### config.mk
export PLATFORM = sky130hd
export DESIGN_NAME = ber_log_regbank
export DESIGN_NICKNAME = d
export VERILOG_FILES = /design/src/rtl/ber_log_regbank.sv
export SDC_FILE = /design/constraint.sdc
export NUM_CORES = 1
export LEC_CHECK = 0
export CAP_MARGIN = 15
export CORE_MARGIN = 5
export CORE_UTILIZATION = 43
export CTS_CLUSTER_SIZE = 40
export DETAILED_ROUTE_END_ITERATION = 12
export PLACE_DENSITY = 0.76
export SYNTH_ARGS = -nofsm -noshare
export SYNTH_HDL_FRONTEND = slang
export SYNTH_SLANG_ARGS = --single-unit
### constraint.sdc
create_clock -name clk -period 2.07 [get_ports clk]
set_input_delay 0.3105 -clock clk [delete_from_list [all_inputs] [get_ports clk]]
set_output_delay 0.3105 -clock clk [all_outputs]
set_load 0.005 [all_outputs]
### src/rtl/ber_log_regbank.sv
// Host register bank for the PRBS / RC-filter / BER link.
// Drives datapath and log-memory controls, reads back log data and a
// sticky mem-full flag, and holds host-triggered snapshots of the
// per-channel BER sample and error counters.
module ber_log_regbank #(
   parameter int N_CH        = 2,
   parameter int NB_ADDR     = 8,
   parameter int NB_PHASE    = 2,
   parameter int NB_LOG_ADDR = 15,
   parameter int NB_CNT      = 64
) (
   input  logic                      clk,
   input  logic                      i_rst,
   input  logic                      i_wr,
   input  logic                      i_rd,
   input  logic [NB_ADDR-1:0]        i_addr,
   input  logic [31:0]               i_wdata,
   output logic [31:0]               o_rdata,
   output logic                      o_rvalid,
   output logic                      o_rst,
   output logic [1:0]                o_enb,
   output logic [NB_PHASE-1:0]       o_phase_sel,
   output logic                      o_run_log,
   output logic                      o_read_log,
   output logic [NB_LOG_ADDR-1:0]    o_addr_log_to_mem,
   input  logic [31:0]               i_data_log_from_mem,
   input  logic                      i_mem_full,
   input  logic [N_CH*NB_CNT-1:0]    i_ber_samp,
   input  logic [N_CH*NB_CNT-1:0]    i_ber_err
);

   // CTRL layout: [0] soft reset, [2:1] enables, [3 +: NB_PHASE] phase select
   localparam int CTRL_W = 3 + NB_PHASE;

   localparam logic [NB_ADDR-1:0] A_CTRL     = NB_ADDR'(0);
   localparam logic [NB_ADDR-1:0] A_LOG_CMD  = NB_ADDR'(1);
   localparam logic [NB_ADDR-1:0] A_LOG_ADDR = NB_ADDR'(2);
   localparam logic [NB_ADDR-1:0] A_LOG_DATA = NB_ADDR'(3);
   localparam logic [NB_ADDR-1:0] A_STATUS   = NB_ADDR'(4);
   localparam logic [NB_ADDR-1:0] A_SNAP     = NB_ADDR'(5);
   localparam logic [NB_ADDR-1:0] A_CH_BASE  = NB_ADDR'(8);

   logic [CTRL_W-1:0]      ctrl_q, ctrl_d;
   logic                   run_log_q, run_log_d;
   logic                   read_log_q, read_log_d;
   logic [NB_LOG_ADDR-1:0] log_addr_q, log_addr_d;
   logic                   sticky_q, sticky_d;
   logic [NB_CNT-1:0]      samp_q [N_CH];
   logic [NB_CNT-1:0]      samp_d [N_CH];
   logic [NB_CNT-1:0]      err_q  [N_CH];
   logic [NB_CNT-1:0]      err_d  [N_CH];
   logic [31:0]            rdata_q, rdata_d;
   logic                   rvalid_q, rvalid_d;

   logic [31:0]            rd_word;
   logic [NB_ADDR-1:0]     ch_off;
   logic [NB_ADDR-1:0]     ch_idx;

   // Only the low bits of i_wdata are meaningful for most registers
   logic unused_wdata;
   assign unused_wdata = ^i_wdata;

   // Next-state of all host-writable registers; sticky set beats W1C clear
   always_comb begin
      // NOTE: every signal gets a default first so no path leaves it unassigned (no latches).
      ctrl_d     = ctrl_q;
      run_log_d  = 1'b0;
      read_log_d = read_log_q;
      log_addr_d = log_addr_q;
      sticky_d   = sticky_q;
      samp_d     = samp_q;
      err_d      = err_q;
      if (i_wr) begin
         case (i_addr)
            A_CTRL:     ctrl_d = i_wdata[CTRL_W-1:0];
            A_LOG_CMD: begin
               run_log_d  = i_wdata[0];
               read_log_d = i_wdata[1];
            end
            A_LOG_ADDR: log_addr_d = i_wdata[NB_LOG_ADDR-1:0];
            A_STATUS:   if (i_wdata[0]) sticky_d = 1'b0;
            A_SNAP: begin
               for (int c = 0; c < N_CH; c++) begin
                  samp_d[c] = i_ber_samp[c*NB_CNT +: NB_CNT];
                  err_d[c]  = i_ber_err[c*NB_CNT +: NB_CNT];
               end
            end
            default: ;
         endcase
      end
      if (i_mem_full) sticky_d = 1'b1;
   end

   // Read mux over current (pre-write) register contents
   always_comb begin
      rd_word = '0;
      ch_off  = i_addr - A_CH_BASE;
      ch_idx  = {2'b00, ch_off[NB_ADDR-1:2]};
      case (i_addr)
         A_CTRL:     rd_word = 32'(ctrl_q);
         A_LOG_ADDR: rd_word = 32'(log_addr_q);
         A_LOG_DATA: rd_word = i_data_log_from_mem;
         A_STATUS:   rd_word = {29'd0, read_log_q, i_mem_full, sticky_q};
         default: begin
            if (i_addr >= A_CH_BASE) begin
               for (int c = 0; c < N_CH; c++) begin
                  if (ch_idx == NB_ADDR'(c)) begin
                     case (ch_off[1:0])
                        2'd0:    rd_word = samp_q[c][31:0];
                        2'd1:    rd_word = samp_q[c][63:32];
                        2'd2:    rd_word = err_q[c][31:0];
                        default: rd_word = err_q[c][63:32];
                     endcase
                  end
               end
            end
         end
      endcase
      rvalid_d = i_rd;
      rdata_d  = i_rd ? rd_word : rdata_q;
   end

   // State register; reset cancels pending read responses and log pulses
   always_ff @(posedge clk) begin
      if (i_rst) begin
         ctrl_q     <= CTRL_W'(1);
         run_log_q  <= 1'b0;
         read_log_q <= 1'b0;
         log_addr_q <= '0;
         sticky_q   <= 1'b0;
         rdata_q    <= '0;
         rvalid_q   <= 1'b0;
         // NOTE: snapshots are host-visible registers with a defined reset value, so they are cleared too.
         for (int c = 0; c < N_CH; c++) begin
            samp_q[c] <= '0;
            err_q[c]  <= '0;
         end
      end else begin
         // NOTE: non-blocking assignments keep every flop sampling pre-edge values.
         ctrl_q     <= ctrl_d;
         run_log_q  <= run_log_d;
         read_log_q <= read_log_d;
         log_addr_q <= log_addr_d;
         sticky_q   <= sticky_d;
         samp_q     <= samp_d;
         err_q      <= err_d;
         rdata_q    <= rdata_d;
         rvalid_q   <= rvalid_d;
      end
   end

   assign o_rst             = ctrl_q[0];
   assign o_enb             = ctrl_q[2:1];
   assign o_phase_sel       = ctrl_q[3 +: NB_PHASE];
   assign o_run_log         = run_log_q;
   assign o_read_log        = read_log_q;
   assign o_addr_log_to_mem = log_addr_q;
   assign o_rdata           = rdata_q;
   assign o_rvalid          = rvalid_q;

endmodule

## Word-level counts from Yosys, hierarchy flattened

Index checks and enable logic that the tools add are counted.

| cells by class | value |
|---|---|
| $add $sub $neg | 1 |
| $mul | 0 |
| div/mod/pow operators | 0 |
| $lt $le $gt $ge | 1 |
| equality and inequality tests | 8 |
| shifts and indexed selects | 0 |
| muxes and demuxes | 10 |
| bitwise gates (word level) | 2 |
| reduce and logical (&&, ||, !) cells | 12 |

Operators by type and width:

| kind | number |
|---|---|
| one-hot mux 32 bit (3 select lines) | 2 |
| one-hot mux 32 bit (4 select lines) | 1 |
| 2-to-1 mux 32 bit | 3 |
| equality test 8 x 2 -> 1 bit (second input constant) | 2 |
| equality test 8 x 3 -> 1 bit (second input constant) | 2 |
| equality test 8 x 1 -> 1 bit (second input constant) | 1 |
| >= comparator 8 x 4 -> 1 bit (second input constant) | 1 |
| logical NOT 8 bit | 1 |
| AND reduction 2 bit | 4 |
| subtractor 8 x 4 -> 8 bit (second input constant) | 1 |
| equality test 6 x 1 -> 1 bit (second input constant) | 1 |
| logical NOT 6 bit | 1 |
| nonzero test 2 bit | 3 |
| 2-to-1 mux 1 bit | 4 |
| AND reduction 3 bit | 1 |
| OR reduction 3 bit | 1 |
| equality test 2 x 1 -> 1 bit (second input constant) | 1 |
| equality test 2 bit (second input constant) | 1 |
| logical NOT 2 bit | 1 |
| NOT 1 bit | 2 |

| word-level totals | value |
|---|---|
| bits in registers | 312 |
| latch bits | 0 |
| memory bits (writable) | 0 |
| ROM bits | 0 |
| input bits | 333 |
| output and inout bits | 55 |
| word-level logic and storage cells | 45 |
| memories kept | 0 |

## Logic depth before layout (Yosys ltp)

| depth | value |
|---|---|
| depth after elaboration | 7 |
| mapped depth | 7 |
| depth with buffers taken out | 6 |

## Least setup slack after synthesis

OpenSTA, ideal clock, no wires.

| timing path | value |
|---|---|
| kind | in2reg |
| start | input i_addr[3] |
| end | register samp_q[55] (netlist name) |
| setup time | 0.128 ns |
| arrival time | 1.975 ns |
| data required time | 1.942 ns |
| setup slack | -0.033 ns |
| stages | 7 |
| buffers on the path | 3 |
| cells stage by stage | or4_1 buf_2 nor4_4 buf_2 buf_4 mux2i_1 nor2_1 |

| on the way | value |
|---|---|
| word-level cells in the longest chain between the ends | 2 |

RTL lines:

| element | line | text |
|---|---|---|
| start, declared | 16 | `input logic [NB_ADDR-1:0] i_addr,` |
| equality test 8 x 3 -> 1 bit | 74 | `case (i_addr)` |
| AND reduction 2 bit (no line) | - |  |
| end signal, assigned | 145 | `samp_q <= samp_d;` |
| end, declared | 48 | `logic [NB_CNT-1:0] samp_q [N_CH];` |

Every way passes these cells.
A chain may end at the register's enable or synchronous reset.

## Worst setup path after layout

| timing path | value |
|---|---|
| start | input i_addr[7] |
| end | register samp_q[118] (netlist name) |

Same word-level chain as after synthesis.

==> summary.md <==
| Metric | Value |
|---|---|
| Status | `finished, final reports clean` |
| CTS Buffer Depth | `3` |
| Gp weighted congestion | `0.886` |
| Ys flop type | `dfxtp_1` |
| First-pass iteration count of the detailed router | `5` |
| Final Slew Violations | `0` |
| Post-Synth XOR/XNOR Area | `0.0649%` |
| Wirelength, routed | `approximately 47000 µm` |
| Clock-pin slew on the worst setup and hold paths | `0.06 ns` |
| Element type at the critical path end | `flip-flop` |
| Post-synthesis simple-gate area fraction | `10.4%` |
| Routed vias/inst | `5.37` |
| Mapped cell area | `around 13000 µm²` |
| Post-synthesis cell count | `1331` |
| Antenna violations before repair | `9` |
| Static Leak | `7.34 nW` |
| CTS tree | `built` |
| WS Path Type | `input pin to flip-flop` |
| GRT Resource Usage Total | `around 24%` |
| Largest net degree at the start of global routing | `between 70 and 80` |
| Num ports | `388` |
| Most used cell, CP | `clkbuf_16` |
| Synth cell types | `37` |
| EDFF count, synth | `0` |
| Max IR drop VDD | `0.559 mV` |
| Clock root buffer | `clkbuf_16` |
| DIE AREA | `35000 µm²` |
| Worst slew margin | `60.5%` |
| Antenna-violating nets left | `0` |
| H-Tree Level Count | `2` |
| Number of placement rows | `64` |
| # clock sinks | `312` |
| WL per Instance | `21.7 µm` |
| Mux contribution to synthesized area | `31.3%` |
| Critical path required time | `around 2.5 ns` |
| Later-pin clock latency in the skew report | `slightly above 0.5 ns` |
| DP Area | `18200 µm²` |
| Setup violations, final | `0` |
| Min Tclk post-route | `approximately 2 ns` |
| Adder-cell area share of the yosys netlist | `less than 1%` |
| Post-synthesis sequential area ratio | `46.3%` |
| Worst Path Arrival | `2.44 ns` |
| Hold slack | `approximately 0.22 ns` |
| Biggest cell delay along the critical path | `0.48 ns` |
| Worst hold path type | `input pin to flip-flop` |
| Nets | `2078` |
| Kind of start point of the critical path | `input pin` |
| Critical Path Fanout Max | `7` |
| Die height | `~190 µm` |
| Share of layout cells above drive strength 1 | `approximately an eighth` |
| # hold bufs at CTS | `0` |
| Tightest Pin Transition | `0.593 ns` |
| I/O Buffers | `370` |
| Vias in the first global route | `12.0k` |
| Pwr dens | `just under 700 nW/µm²` |
| Fin crit share | `99.0%` |
| Post-DP HPWL | `32800 µm` |
| Critical path buffers and inverters | `4` |
| Area leader, netlist | `dfxtp_1` |
| Initial Util | `43.8%` |
| Max_cap viols | `0` |
| Largest family of logic cells by synthesized area | `multiplexers` |
| Asr flop ratio synth | `0%` |
| First-pass GRT wire length | `slightly below 70000 µm` |
| Crit-path cells | `clkdlybuf4s50_1 -> or4_4 -> nor4_4 -> buf_6 -> clkbuf_16 -> clkbuf_16 -> mux2i_1 -> nor2_1` |
| Compound-cell area share of the yosys netlist | `7.68%` |
| Remaining DRCs | `0` |
| Initial drt markers | `658` |
| Most instantiated cells after synthesis | `409 x mux2i_1, 312 x dfxtp_1, 310 x nor2_1` |
| Fin area | `20100 µm²` |
| Overflow after GRT | `0` |
| Syn-to-layout area delta | `48.5%` |
| Ys Warns | `0` |
| Ranking of synthesized cells by area | `dfxtp_1 46%, mux2i_1 30%, nor2_1 8.6%` |
| Number of synthesized register bits | `312` |
| Fin. Hold Viols | `0` |
| Core area | `30800 µm²` |
| Max stage delay cell, worst path | `or4_4` |
| Max Fclk | `488 MHz` |
| Top cell type's share of synthesized area | `46.3%` |
| Most common cell in the netlist | `mux2i_1` |
| TritonCTS buffer count | `34` |
| Net Count, Synth | `1665` |
| Final Util | `between 60% and 70%` |
| Width of the die | `between 150 and 200 µm` |
| Delay-heaviest family, CP | `buffers and inverters` |
| Layout Skew | `0.0172 ns` |
| Via count | `11.6k` |
| Avg Inst Size Synth | `10.1 µm²` |
through the flow:
stage,setup TNS (ns),cells,setup WS (ns),power (W)
finish,0,2166,0.0213,0.0138
global placement,-155.14,2076,-0.578,0.00766
floorplan,0,1331,0.0125,0.00663
global route,-0.258,2166,-0.0341,0.0142
CTS,-0.00655,2137,-0.00482,0.0139
detailed placement,-167.18,2076,-0.618,0.00767
area by class of cell:
type                    count  area [µm²]
diodes                      3        7.51
clock buffers              52        1070
clock inverters             7        87.6
fillers                  2405       10800
inverters                   7        26.3
multi-input cells         900        6770
flip-flops and latches    312        6250
well taps                 396         495
repair buffers            489        5350
per-layer routing:
layer | GRT usage (%) | share of wire, % | vias to the layer above
met3 | 6.68 | 7.1 | 101
li1 | - | - | 5551
met2 | 41.3 | 48 | 420
met1 | 29.0 | 40 | 5541
met5 | 0 | 0.17 | -
met4 | 9.47 | 3.9 | 12
cell families (layout without fill, tap and decap cells):
kind of cell	Yosys count	in the layout
xor+xnor	1	1
flops	312	312
other cells	0	3
compound gates	133	133
buf+inv	120	555
mux	421	421
simple gates	343	344
fa+ha+maj	1	1
worst register-to-register path, stage by stage, from the launching register on:
cell and delay, ns:
dfxtp_1 0.35, mux2i_1 0.10, a22oi_1 0.43, a32oi_1 0.18, a211oi_1 0.23
worst paths after layout:
kind / startpoint / cells past startpoint / slack [ns] / to
setup / recovery: i_addr[7] / 8 / 0.02 / samp_q[118]$_SDFFE_PP0P_
hold / removal: i_addr[0] / 3 / 0.22 / o_run_log$_SDFF_PP0_
setup reg to reg: samp_q[8]$_SDFFE_PP0P_ / 4 / 0.69 / o_rdata[8]$_SDFFE_PP0P_
hold reg to reg: err_q[83]$_SDFFE_PP0P_ / 2 / 0.49 / err_q[83]$_SDFFE_PP0P_
power breakdown:
group / leakage (nW) / switching, W / total (W) / internal [W]
sequential: 2.52 / 0.0000283 / 0.00607 / 0.00604
clock: 0.572 / 0.00243 / 0.00624 / 0.00381
combinational: 4.25 / 0.000603 / 0.00148 / 0.000874
timing repair:
| item | in CTS | in global routing |
|---|---|---|
| pin swaps | 1 | 2 |
| gates resized for setup | 5 | 36 |
| gates cloned | 2 | 24 |
| setup endpoints to repair | 247 | 218 |
| buffers inserted | 0 | 2 |
cells in the final DEF, fill, tap and decap left out, types with 4 or more instances in the layout:
cell type	Yosys	final
mux2i_1	409	399
a22oi_1	64	64
clkbuf_1	67	6
buf_6	0	15
a311oi_1	5	5
clkbuf_8	0	10
buf_12	0	24
buf_4	25	58
a211oi_1	27	27
nand2_1	6	6
mux2i_2	0	10
a32oi_1	27	27
clkdlybuf4s50_1	0	363
clkbuf_16	0	52
dfxtp_1	312	312
mux2_2	12	12
nor2_1	310	309
nand3_1	6	6
inv_1	7	7
buf_16	0	6
clkinv_2	0	4
state kept, by name, summed over array words and instances, names as in the netlist:
name               cells
o_read_log             1
o_run_log              1
o_rdata               32
samp_q               128
ctrl_q                 5
o_addr_log_to_mem     15
sticky_q               1
o_rvalid               1
err_q                128
No activity file was read; power rests on OpenSTA's default activity.
